$ cat src/rtl/weight_loader_param.sv
// Streams one output channel of PE weights at a time from a synchronous weight ROM.
// Define WLOAD_PREFETCH_EN to add a shadow buffer that prefetches the next channel.
module weight_loader_param #(
  parameter int W_BITS     = 7,
  parameter int W_PER_WORD = 4,
  parameter int PE_NUM     = 8,
  parameter int CH_NUM     = 16,
  parameter int ADDR_W     = 5
) (
  input  logic                         clk,
  input  logic                         rst_n,
  input  logic                         start_i,
  input  logic [ADDR_W-1:0]            base_addr_i,
  output logic                         rom_en_o,
  output logic [ADDR_W-1:0]            rom_addr_o,
  input  logic [W_PER_WORD*W_BITS-1:0] rom_data_i,
  output logic [PE_NUM*W_BITS-1:0]     w_flat_o,
  output logic                         w_valid_o,
  input  logic                         ch_ready_i,
  output logic [CH_NUM-1:0]            new_weight_val_o,
  output logic                         busy_o,
  output logic                         done_o
);
  localparam int WPC = PE_NUM / W_PER_WORD;
  localparam int DW  = W_PER_WORD * W_BITS;
  localparam int FW  = PE_NUM * W_BITS;
  localparam int KW  = (WPC > 1) ? $clog2(WPC) : 1;
  localparam int CW  = (CH_NUM > 1) ? $clog2(CH_NUM) : 1;
  localparam logic [KW-1:0] K_LAST = KW'(WPC - 1);
  localparam logic [CW-1:0] C_LAST = CW'(CH_NUM - 1);

  localparam logic [2:0] S_IDLE  = 3'd0;
  localparam logic [2:0] S_FETCH = 3'd1;
  localparam logic [2:0] S_FILL  = 3'd2;
  localparam logic [2:0] S_HOLD  = 3'd3;
  localparam logic [2:0] S_DONE  = 3'd4;

  logic [2:0]        state_q, state_d;
  logic [ADDR_W-1:0] addr_q, addr_d;
  logic [KW-1:0]     k_q, k_d;
  logic [CW-1:0]     ch_q, ch_d;
  logic [FW-1:0]     flat_q, flat_d;
  logic [CH_NUM-1:0] nwv_q, nwv_d;
  logic              rd_vld_q;
  logic [KW-1:0]     rd_idx_q;
  logic              rd_issue;
  logic              last_ch;

  // Word k, field j (MSB first) lands on PE k*W_PER_WORD + j.
  function automatic logic [FW-1:0] put_word(input logic [FW-1:0] flat,
                                             input logic [KW-1:0] idx,
                                             input logic [DW-1:0] word);
    logic [FW-1:0] r;
    r = flat;
    for (int j = 0; j < W_PER_WORD; j++)
      r[(int'(idx) * W_PER_WORD + j) * W_BITS +: W_BITS] = word[DW - 1 - j * W_BITS -: W_BITS];
    return r;
  endfunction

`ifdef WLOAD_PREFETCH_EN
  logic          pf_act_q, pf_act_d;
  logic          rd_pf_q;
  logic [FW-1:0] shadow_q, shadow_d;
  logic          sh_full_q, sh_full_d;
  logic          sh_last;

  assign rd_issue = (state_q == S_FETCH) || pf_act_q;
  assign sh_last  = rd_vld_q && rd_pf_q && (rd_idx_q == K_LAST);
`else
  assign rd_issue = (state_q == S_FETCH);
`endif

  assign last_ch = (ch_q == C_LAST);

  always_comb begin
    state_d = state_q;
    addr_d  = addr_q;
    k_d     = k_q;
    ch_d    = ch_q;
    flat_d  = flat_q;
    nwv_d   = nwv_q;
`ifdef WLOAD_PREFETCH_EN
    pf_act_d  = pf_act_q;
    shadow_d  = shadow_q;
    sh_full_d = sh_full_q;
    if (rd_vld_q && rd_pf_q)
      shadow_d = put_word(shadow_q, rd_idx_q, rom_data_i);
    if (sh_last)
      sh_full_d = 1'b1;
    if (pf_act_q && (k_q == K_LAST))
      pf_act_d = 1'b0;
    if (rd_vld_q && !rd_pf_q)
      flat_d = put_word(flat_q, rd_idx_q, rom_data_i);
`else
    if (rd_vld_q)
      flat_d = put_word(flat_q, rd_idx_q, rom_data_i);
`endif
    if (rd_issue) begin
      addr_d = addr_q + ADDR_W'(1);
      k_d    = (k_q == K_LAST) ? '0 : k_q + KW'(1);
    end

    case (state_q)
      S_IDLE, S_DONE: begin
        if (start_i) begin
          state_d = S_FETCH;
          addr_d  = base_addr_i;
          k_d     = '0;
          ch_d    = '0;
          nwv_d   = '0;
        end
      end
      S_FETCH: begin
        if (k_q == K_LAST)
          state_d = S_FILL;
      end
      S_FILL: begin
`ifdef WLOAD_PREFETCH_EN
        // Channel 0 is fetched directly; later channels wait for the shadow.
        if ((ch_q == '0) || sh_full_q || sh_last) begin
          if (ch_q != '0) begin
            flat_d    = shadow_d;
            sh_full_d = 1'b0;
          end
          state_d     = S_HOLD;
          nwv_d[ch_q] = 1'b1;
          pf_act_d    = !last_ch;
        end
`else
        state_d     = S_HOLD;
        nwv_d[ch_q] = 1'b1;
`endif
      end
      S_HOLD: begin
        if (ch_ready_i) begin
          if (last_ch) begin
            state_d = S_DONE;
          end else begin
            ch_d = ch_q + CW'(1);
`ifdef WLOAD_PREFETCH_EN
            state_d = S_FILL;
`else
            state_d = S_FETCH;
`endif
          end
        end
      end
      default: state_d = S_IDLE;
    endcase
  end

  always_ff @(posedge clk or negedge rst_n) begin
    if (!rst_n) begin
      state_q  <= S_IDLE;
      addr_q   <= '0;
      k_q      <= '0;
      ch_q     <= '0;
      flat_q   <= '0;
      nwv_q    <= '0;
      rd_vld_q <= 1'b0;
      rd_idx_q <= '0;
    end else begin
      state_q  <= state_d;
      addr_q   <= addr_d;
      k_q      <= k_d;
      ch_q     <= ch_d;
      flat_q   <= flat_d;
      nwv_q    <= nwv_d;
      rd_vld_q <= rd_issue;
      rd_idx_q <= k_q;
    end
  end

`ifdef WLOAD_PREFETCH_EN
  always_ff @(posedge clk or negedge rst_n) begin
    if (!rst_n) begin
      pf_act_q  <= 1'b0;
      rd_pf_q   <= 1'b0;
      sh_full_q <= 1'b0;
    end else begin
      pf_act_q  <= pf_act_d;
      rd_pf_q   <= pf_act_q;
      sh_full_q <= sh_full_d;
    end
  end

  // Shadow contents are only consumed once every slice has been rewritten.
  always_ff @(posedge clk) begin
    shadow_q <= shadow_d;
  end
`endif

  assign rom_en_o         = rd_issue;
  assign rom_addr_o       = addr_q;
  assign w_flat_o         = flat_q;
  assign w_valid_o        = (state_q == S_HOLD);
  assign new_weight_val_o = nwv_q;
  assign busy_o           = (state_q == S_FETCH) || (state_q == S_FILL) || (state_q == S_HOLD);
  assign done_o           = (state_q == S_DONE);

endmodule

$ cat config.mk
export PLATFORM = sky130hd
export DESIGN_NAME = weight_loader_param
export DESIGN_NICKNAME = d
export VERILOG_FILES = /design/src/rtl/weight_loader_param.sv
export SDC_FILE = /design/constraint.sdc
export NUM_CORES = 1
export LEC_CHECK = 0
export ABC_CLOCK_PERIOD_IN_PS = 1500
export BUFFER_PORTS_ARGS = -buffer_cell sky130_fd_sc_hd__clkbuf_2
export CORE_AREA = 3 3 94 96
export DETAILED_ROUTE_END_ITERATION = 6
export DIE_AREA = 0 0 97 99
export PLACE_DENSITY = 0.83
export SYNTH_ARGS = -nofsm -noshare
export SYNTH_HDL_FRONTEND = slang
export SYNTH_SLANG_ARGS = --single-unit
$ cat constraint.sdc
create_clock -name clk -period 1.5 [get_ports clk]
set_input_delay 0.075 -clock clk [delete_from_list [all_inputs] [get_ports clk]]
set_output_delay 0.075 -clock clk [all_outputs]
set_load 0.01 [all_outputs]
==> After elaboration in Yosys (flattened, before gate mapping) <==
Cells that the tools add are included.
{ "word_totals": {"ff_bits": 87, "input_bits": 37, "out_inout_bits": 81, "wordCells": 76} }
{ "op_classes": {"addsub": 10, "multipliers": 4, "order_cmp": 2, "eq_ne": 9, "n_shift": 8, "n_mux": 24, "bitwise": 1, "n_reduce_logical": 10} }
{ "op_table": {"columns": ["operator", "count"], "rows": [
  ["56-bit bitwise mux", 4],
  ["7-bit by 33-bit variable shift with 56-bit output (first input constant)", 4],
  ["7-bit by 33-bit variable part select with 56-bit output", 4],
  ["7-bit negator with 33-bit output", 3],
  ["6-bit negator with 33-bit output", 1],
  ["16-bit case mux with 2 select lines", 1],
  ["4-bit by 3-bit multiplier with 7-bit output (second input constant)", 3],
  ["16-bit 2-to-1 mux", 1],
  ["16-bit bitwise OR", 1],
  ["5-bit 2-to-1 mux", 3],
  ["3-bit 2-to-1 mux", 4],
  ["4-bit 2-to-1 mux", 3],
  ["3-bit case mux with 4 select lines", 1],
  ["3-bit by 2-bit adder with 4-bit output (second input constant)", 2],
  ["4-bit case mux with 2 select lines", 1],
  ["3-bit by 2-bit equality test with 1-bit output (second input constant)", 2],
  ["2-bit != test (second input constant)", 3],
  ["5-bit by 1-bit adder with 5-bit output (second input constant)", 1],
  ["4-bit by 5-bit < comparator with 1-bit output (second input constant)", 1],
  ["1-bit 2-to-1 mux", 5],
  ["3-bit by 1-bit adder with 4-bit output (second input constant)", 1],
  ["4-bit by 1-bit adder with 4-bit output (second input constant)", 1],
  ["1-bit demux with 4-bit select", 1],
  ["4-bit equality test (second input constant)", 1],
  ["14 further kinds", 16]
]} }

==> Longest topological paths before layout <==
Gate-level depths: netlist of the first run.
{ "logic_depth": {"ltp_word": 7, "mapped_depth": 6, "depth_no_buf": 4} }

==> Least setup slack after synthesis of the first run <==
No wires, ideal clock.
{ "synth_path": {"path_type": "register to register", "start": "register state_q[2]", "end": "register addr_q[3] (netlist: rom_addr_o[3])", "setup_time_ps": 82, "arrival_ps": 1450, "required_ps": 1418, "setup_slack_ps": -32, "path_stages_with_launch": 6, "path_buffers": 2, "synth_period_minus_slack_ps": 1532, "path_cell_list": "dfrtp_1 -> buf_6 -> or3b_1 -> clkbuf_2 -> or3_1 -> a31oi_1"} }
{ "synth_via": {"elab_chain_len": 4, "word_cells_on_any_way": 7, "cone_classes": "eq/ne: 2; mux: 3; reduce/logical: 2"} }
{ "synth_rtl": {"columns": ["element", "line", "source"], "rows": [
  ["start: declaration", "38", "logic [2:0] state_q, state_d;"],
  ["start signal: assignment", "163", "state_q <= state_d;"],
  ["3-bit by 1-bit equality test with 1-bit output", "70", "assign rd_issue = (state_q == S_FETCH);"],
  ["5-bit 2-to-1 mux", "98", "if (rd_issue) begin"],
  ["5-bit 2-to-1 mux", "105", "if (start_i) begin"],
  ["5-bit 2-to-1 mux (*)", "103", "case (state_q)"],
  ["net addr_d[3]", "39", "logic [ADDR_W-1:0] addr_q, addr_d;"],
  ["end signal: assignment", "164", "addr_q <= addr_d;"],
  ["end: declaration", "39", null]
]} }
The timed path passes the listed nets; every way through them passes the cells marked *.
A chain may end at the register's enable or synchronous reset.

==> Worst setup path in the final report of the first run <==
{ "layout_path": {"start": "register state_q[1]", "end": "register nwv_q[0] (netlist: new_weight_val_o[0])"} }
{ "layout_via": {"elab_chain_len": 4, "word_cells_on_any_way": 8, "cone_classes": "eq/ne: 3; mux: 1; reduce/logical: 4"} }
{ "layout_rtl": {"columns": ["element", "line", "source"], "rows": [
  ["3-bit equality test or 3-bit zero test (tied branches)", "103", null],
  ["2-bit OR reduction", "103", null],
  ["2-bit != test (no line) or 2-bit nonzero test (tied branches)", null, null],
  ["2-bit AND reduction (no line)", null, null],
  ["end signal: assignment", "168", "nwv_q <= nwv_d;"],
  ["end: declaration", "43", "logic [CH_NUM-1:0] nwv_q, nwv_d;"]
]} }
Several ways; a longest one is shown, not always the timed one.

==> results.yml, run 1 <==
outcome:
  status: "finished clean"
setup_path:
  cp-end-kind: "flip-flop"
  criticalPathCategory: "reg2reg"
  start_kind: "flip-flop"
  required_ns: 1.72
  rrSetupSlack_ns: 0.07
  arrival_ns: 1.66
  critPathMaxFanout: 25
cts:
  cts_root_buf: "clkbuf_8"
  htree_levels: 3
  clk_path_buf_depth: 2
  path_clk_slew_ns: 0.09
  cts_buffers: 9
  cts.sinks: 87
  cts_tree: "done"
  clk_latency_ns: 0.34
power_and_ir_drop:
  switching_power_w: 0.00344
  pwr-share-seq: 0.400
  power.share.clock: 0.182
  p_sw_frac: 0.346
  peakVddDrop_mv: 0.771
  powerDensity_nw_per_um2: 2040
  cellLeakagePower_nw: 2.36
  internal-power_w: 0.00648
  power_frac_comb: 0.418
  p_total_w: 0.00992
sta:
  setup_viol: 0
  final-hold-violation-count: 0
  finalSetupTns_ns: 0
  slew_violations: 0
  hold_ws_ns: 0.0554
  fmax_ghz: 0.698
  rsz0062_at_grt: "false"
  skew_ns: 0.0104
  worst_slew_pin_slew_ns: 0.442
  slew_headroom: 0.705
  layout_min_cycle_time_ns: 1.43
  period_share: 0.955
logic_synthesis:
  synthCells: 253
  yosysSeqAreaShare: 0.622
  async_flop_share: 1.00
  netlist_area_um2: 3500
  yosys_warnings: 0
  synth_nets: 295
  postSynthAreaPerCell_um2: 13.8
  ys.flop_type: "dfrtp_1"
  synth_cell_types: 34
  synth_edf_count: 0
  synth-seq-cells: 87
drt:
  vias: 2623
  drt_iter0_markers: 78
  wl_per_cell_um: 16.2
  postRouteAntennaNets: 0
  drc_errors: 0
  vias_per_cell: 5.03
  dr.pass1.iters: 4
  drt_wl_total_um: 8430
floorplan:
  start_util: 0.431
  die_area_um2: 9600
  ios: 118
  die_y_um: 99
  coreArea_um2: 8130
  die_w_um: 97
  rows: 33
layout:
  fill_cells: 604
  nets: 453
  drive_gt1_frac: 0.495
  area_growth_pct: 39.2
  antenna_cells: 0
grt:
  grt_max_degree: 88
  antenna_found_initial: 0
  gr-total-overflow: 0
  grt_pass1_wl_um: 14000
  grt_pass1_vias: 2747
  grt_usage: 0.182
place:
  dp.final_hpwl_um: 5480
  gp_congestion: 0.845
  portBuffers: 117
worst_hold_path:
  hp-class: "in2reg"
job:
  drv_cap: 0
## path summary, 6_finish.rpt
path	startpoint	endpoint	depth (start not counted)
worst max-delay path	state_q[1]	new_weight_val_o[0]	3
worst min-delay path	ch_ready_i	state_q[1]	4
worst max register to register	state_q[1]	new_weight_val_o[0]	3
worst min register to register	k_q	rd_idx_q	0
max in group asynchronous	rst_n	new_weight_val_o[0]	3
min in group asynchronous	rst_n	w_flat_o[49]	3
## layer usage
layer | wire length, um | GRT usage | vias to the layer above
met1 | 3620 | 0.224 | 1285
met2 | 4090 | 0.300 | 109
met3 | 575 | 0.0517 | 12
met5 | 0 | 0 | -
li1 | - | - | 1217
met4 | 146 | 0.0778 | 0
## sequential cells by signal, summed over array words and instances (netlist names)
name / flops
rom_addr_o: 5
rd_vld_q: 1
w_flat_o: 56
rd_idx_q: 1
state_q: 3
new_weight_val_o: 16
ch_q: 4
k_q: 1
## power groups by stage
stage          Clock (W)  Combinational, W  Sequential [W]
4_1_cts          0.00185           0.00411         0.00393
6_report         0.00181           0.00414         0.00397
3_5_place_dp           0           0.00395         0.00398
5_1_grt          0.00195           0.00449         0.00409
3_3_place_gp           0           0.00383         0.00392
2_1_floorplan          0           0.00192         0.00433
## critical path: stages, from the launching register on
cell     delay [ns]
dfrtp_1        0.40
or3b_2         0.51
buf_12         0.18
a22o_1         0.23
## cell usage after synthesis, types with 2 or more instances
library cell,count,area [um2]
a21oi_1,4,20.0
a22o_1,12,105
a31oi_1,4,25.0
a32o_1,3,30.0
and2_1,4,25.0
and3_1,2,12.5
buf_2,5,25.0
clkbuf_1,8,30.0
dfrtp_1,87,2180
ha_1,5,62.6
inv_1,7,26.3
mux2_2,56,631
nand2_1,9,33.8
nand2b_1,3,18.8
nand3_1,6,30.0
nor2_1,8,30.0
nor2b_1,3,18.8
nor3b_1,2,15.0
o21ai_0,7,35.0
or3_1,3,18.8
xnor2_1,2,17.5
## cell type report
class                      instances  area (um2)  area share
multi-input combinational        144        1230       0.253
clock buffer                      10         138      0.0282
tap                              105         131      0.0270
sequential                        87        2180       0.447
timing repair buffer             162        1070       0.220
clock inverter                     6        92.6      0.0190
inverter                           7        28.8     0.00591
## stage by stage
step | setup slack (ns) | std cells | area (um2) | util
2_1_floorplan | 0.00159 | 253 | 3500 | -
3_3_place_gp | 0.116 | 469 | 4270 | 0.525
3_5_place_dp | 0.0864 | 469 | 4270 | 0.525
4_1_cts | 0.0270 | 521 | 4870 | 0.599
5_1_grt | 0.00444 | 521 | 4870 | 0.599
6_report | 0.0675 | 521 | 4870 | 0.599
## cells in the final DEF (no fill, tap or decap), types with 3 or more instances in the layout
master / netlist / final
a21oi_1: 4 / 4
a22o_1: 12 / 12
a31oi_1: 4 / 4
a32o_1: 3 / 3
and2_1: 4 / 4
buf_12: 0 / 4
buf_4: 0 / 7
clkbuf_2: 1 / 115
clkbuf_8: 0 / 10
dfrtp_1: 87 / 87
dlygate4sd3_1: 0 / 35
ha_1: 5 / 5
inv_1: 7 / 6
mux2_2: 56 / 56
nand2_1: 9 / 9
nand2b_1: 3 / 3
nand3_1: 6 / 6
nor2_1: 8 / 7
nor2b_1: 3 / 3
o21ai_0: 7 / 7
or3_1: 3 / 3
## kinds of logic (layout without fill, tap and decap cells)
group | Yosys count | in the layout | share of synthesized area
buf+inv | 22 | 185 | 0.0279
mux | 57 | 57 | 0.183
fa+ha+maj | 5 | 5 | 0.0179
simple gates | 46 | 46 | 0.0740
xor+xnor | 2 | 2 | 0.00500
compound gates | 34 | 34 | 0.0707
flops | 87 | 87 | 0.622
## what timing repair did
action                                  in CTS  in global routing
gates resized for setup                      4                  2
cloned                                       0                  0
endpoints found under the setup margin       1                  2
pin swaps                                    1                  1
hold buffers                                35                  0
setup buffers                                1                  0
endpoints found under the hold margin      147                  0
No activity file was read; power rests on OpenSTA's default activity.
==> inputs of run 2 (changes only) <==
--- a/config.mk
+++ b/config.mk
@@ -7,10 +7,12 @@
 export LEC_CHECK = 0
 export ABC_CLOCK_PERIOD_IN_PS = 1500
 export BUFFER_PORTS_ARGS = -buffer_cell sky130_fd_sc_hd__clkbuf_2
-export CORE_AREA = 3 3 94 96
+export CORE_AREA = 3 3 93 95
 export DETAILED_ROUTE_END_ITERATION = 6
-export DIE_AREA = 0 0 97 99
-export PLACE_DENSITY = 0.83
+export DIE_AREA = 0 0 96 98
+export GPL_ROUTABILITY_DRIVEN = 0
+export PLACE_DENSITY = 0.85
+export SKIP_LAST_GASP = 1
 export SYNTH_ARGS = -nofsm -noshare
 export SYNTH_HDL_FRONTEND = slang
 export SYNTH_SLANG_ARGS = --single-unit
==> results.yml, run 2 (synthesized netlist as in run 1, its figures left out) <==
cts:
  path_clk_slew_ns: 0.08
  cts_buffers: 9
  cts.sinks: 87
  htree_levels: 3
  cts_root_buf: "clkbuf_8"
  clk_path_buf_depth: 2
  cts_tree: "done"
  clk_latency_ns: 0.35
floorplan:
  ios: 118
  coreArea_um2: 7810
  rows: 32
  start_util: 0.449
  die_y_um: 98
  die_w_um: 96
  die_area_um2: 9410
power_and_ir_drop:
  switching_power_w: 0.00349
  pwr-share-seq: 0.416
  internal-power_w: 0.00615
  p_sw_frac: 0.362
  peakVddDrop_mv: 0.771
  power.share.clock: 0.153
  powerDensity_nw_per_um2: 1990
  p_total_w: 0.00965
  cellLeakagePower_nw: 2.35
  power_frac_comb: 0.431
worst_hold_path:
  hp-class: "in2reg"
  hp-start: "base_addr_i[3]"
grt:
  grt_usage: 0.195
  grt_pass1_wl_um: 14300
  gr-total-overflow: 0
  antenna_found_initial: 1
  grt_pass1_vias: 2812
  grt_max_degree: 43
setup_path:
  startpoint: "state_q[1]"
  arrival_ns: 1.40
  cp-end-kind: "output port"
  criticalPathCategory: "reg2out"
  required_ns: 1.42
  critPathMaxFanout: 8
  cpPeakStageDelay_ns: 0.45
  start_kind: "flip-flop"
  path_cells: "or3b_4 -> inv_4 -> clkbuf_2"
  cp_top_family: "simple AND/OR/NAND/NOR gates"
  rr_startpoint: "state_q[1]"
  cp_slowest_cell: "or3b_4"
  worst-path-buf-inv: 2
  rrSetupSlack_ns: 0.05
drt:
  postRouteAntennaNets: 0
  wl_per_cell_um: 17.0
  vias_per_cell: 5.16
  vias: 2703
  drt_iter0_markers: 80
  drt_wl_total_um: 8920
  drc_errors: 0
  dr.pass1.iters: 4
sta:
  finalSetupTns_ns: 0
  slew_violations: 0
  worst_slew_pin_slew_ns: 0.489
  setup_viol: 0
  rsz0062_at_grt: "true"
  skew_ns: 0.0124
  timing.final.ws_setup_ns: 0.0292
  layout_min_cycle_time_ns: 1.47
  period_share: 0.981
  fmax_ghz: 0.680
  final-hold-violation-count: 0
  slew_headroom: 0.674
place:
  dp.final_hpwl_um: 5830
  dpl_worst_slack_ns: -0.0377
  portBuffers: 117
  placed_area_um2: 4280
layout:
  final_common_cell: "clkbuf_2"
  drive_gt1_frac: 0.508
  fill_cells: 576
  largest_register_ffs: 56
  layout_common_cells: "clkbuf_2 (116), dfrtp_1 (86), mux2_2 (56)"
  area_growth_pct: 38.4
  nets: 458
  finalInstanceArea_um2: 4850
job:
  drv_cap: 0
outcome:
  status: "finished clean"
## run 2: metrics by stage
step | hold WS (ns) | std cells | util
5_1_grt | 0.0545 | 524 | 0.621
2_1_floorplan | -0.221 | 253 | -
6_report | 0.0226 | 524 | 0.621
3_3_place_gp | 0.0546 | 470 | 0.548
3_5_place_dp | 0.0663 | 470 | 0.548
4_1_cts | 0.0221 | 520 | 0.616
## run 2: final timing paths
kind / to / cells past startpoint
setup reg to reg: rom_addr_o[4] / 4
min in group asynchronous: w_flat_o[18] / 2
hold reg to reg: rd_idx_q / 0
setup / recovery: rom_en_o / 3
max in group asynchronous: w_flat_o[43] / 3
hold / removal: rom_addr_o[3] / 3
## run 2: cell type report
type / instances / area (um2) / share of cell area
Sequential cell: 87 / 2180 / 0.449
Clock buffer: 11 / 141 / 0.0292
Antenna cell: 1 / 2.50 / 0.000516
Clock inverter: 5 / 41.3 / 0.00852
Inverter: 7 / 28.8 / 0.00594
Multi-Input combinational cell: 144 / 1240 / 0.256
Tap cell: 102 / 128 / 0.0263
Timing Repair Buffer: 167 / 1090 / 0.224
## run 2: power groups by stage
stage	Clock, W	Sequential [W]	Combinational [W]
floorplan	0	0.00433	0.00192
detailed placement	0	0.00400	0.00396
CTS	0.00151	0.00396	0.00406
global route	0.00164	0.00413	0.00455
finish	0.00148	0.00401	0.00416
global placement	0	0.00391	0.00383
## run 2: timing repair
action                                  in CTS  in global routing
hold buffers                                34                  0
pin swaps                                    0                  1
endpoints found under the setup margin      16                  6
endpoints found under the hold margin       93                  0
buffers inserted                             0                  3
gates resized for setup                      3                  5
## run 2: worst reg2reg max path, stage by stage, from the launching register on
cell and delay, ns:
dfrtp_1 0.40, buf_4 0.13, or3b_4 0.52, buf_4 0.19, a31oi_1 0.13
## run 2: layer usage
metal	part of all wire	GRT usage	wire, um
met3	0.077	0.0516	691
met2	0.50	0.326	4420
met1	0.40	0.237	3600
met5	0	0	0
met4	0.023	0.0788	207
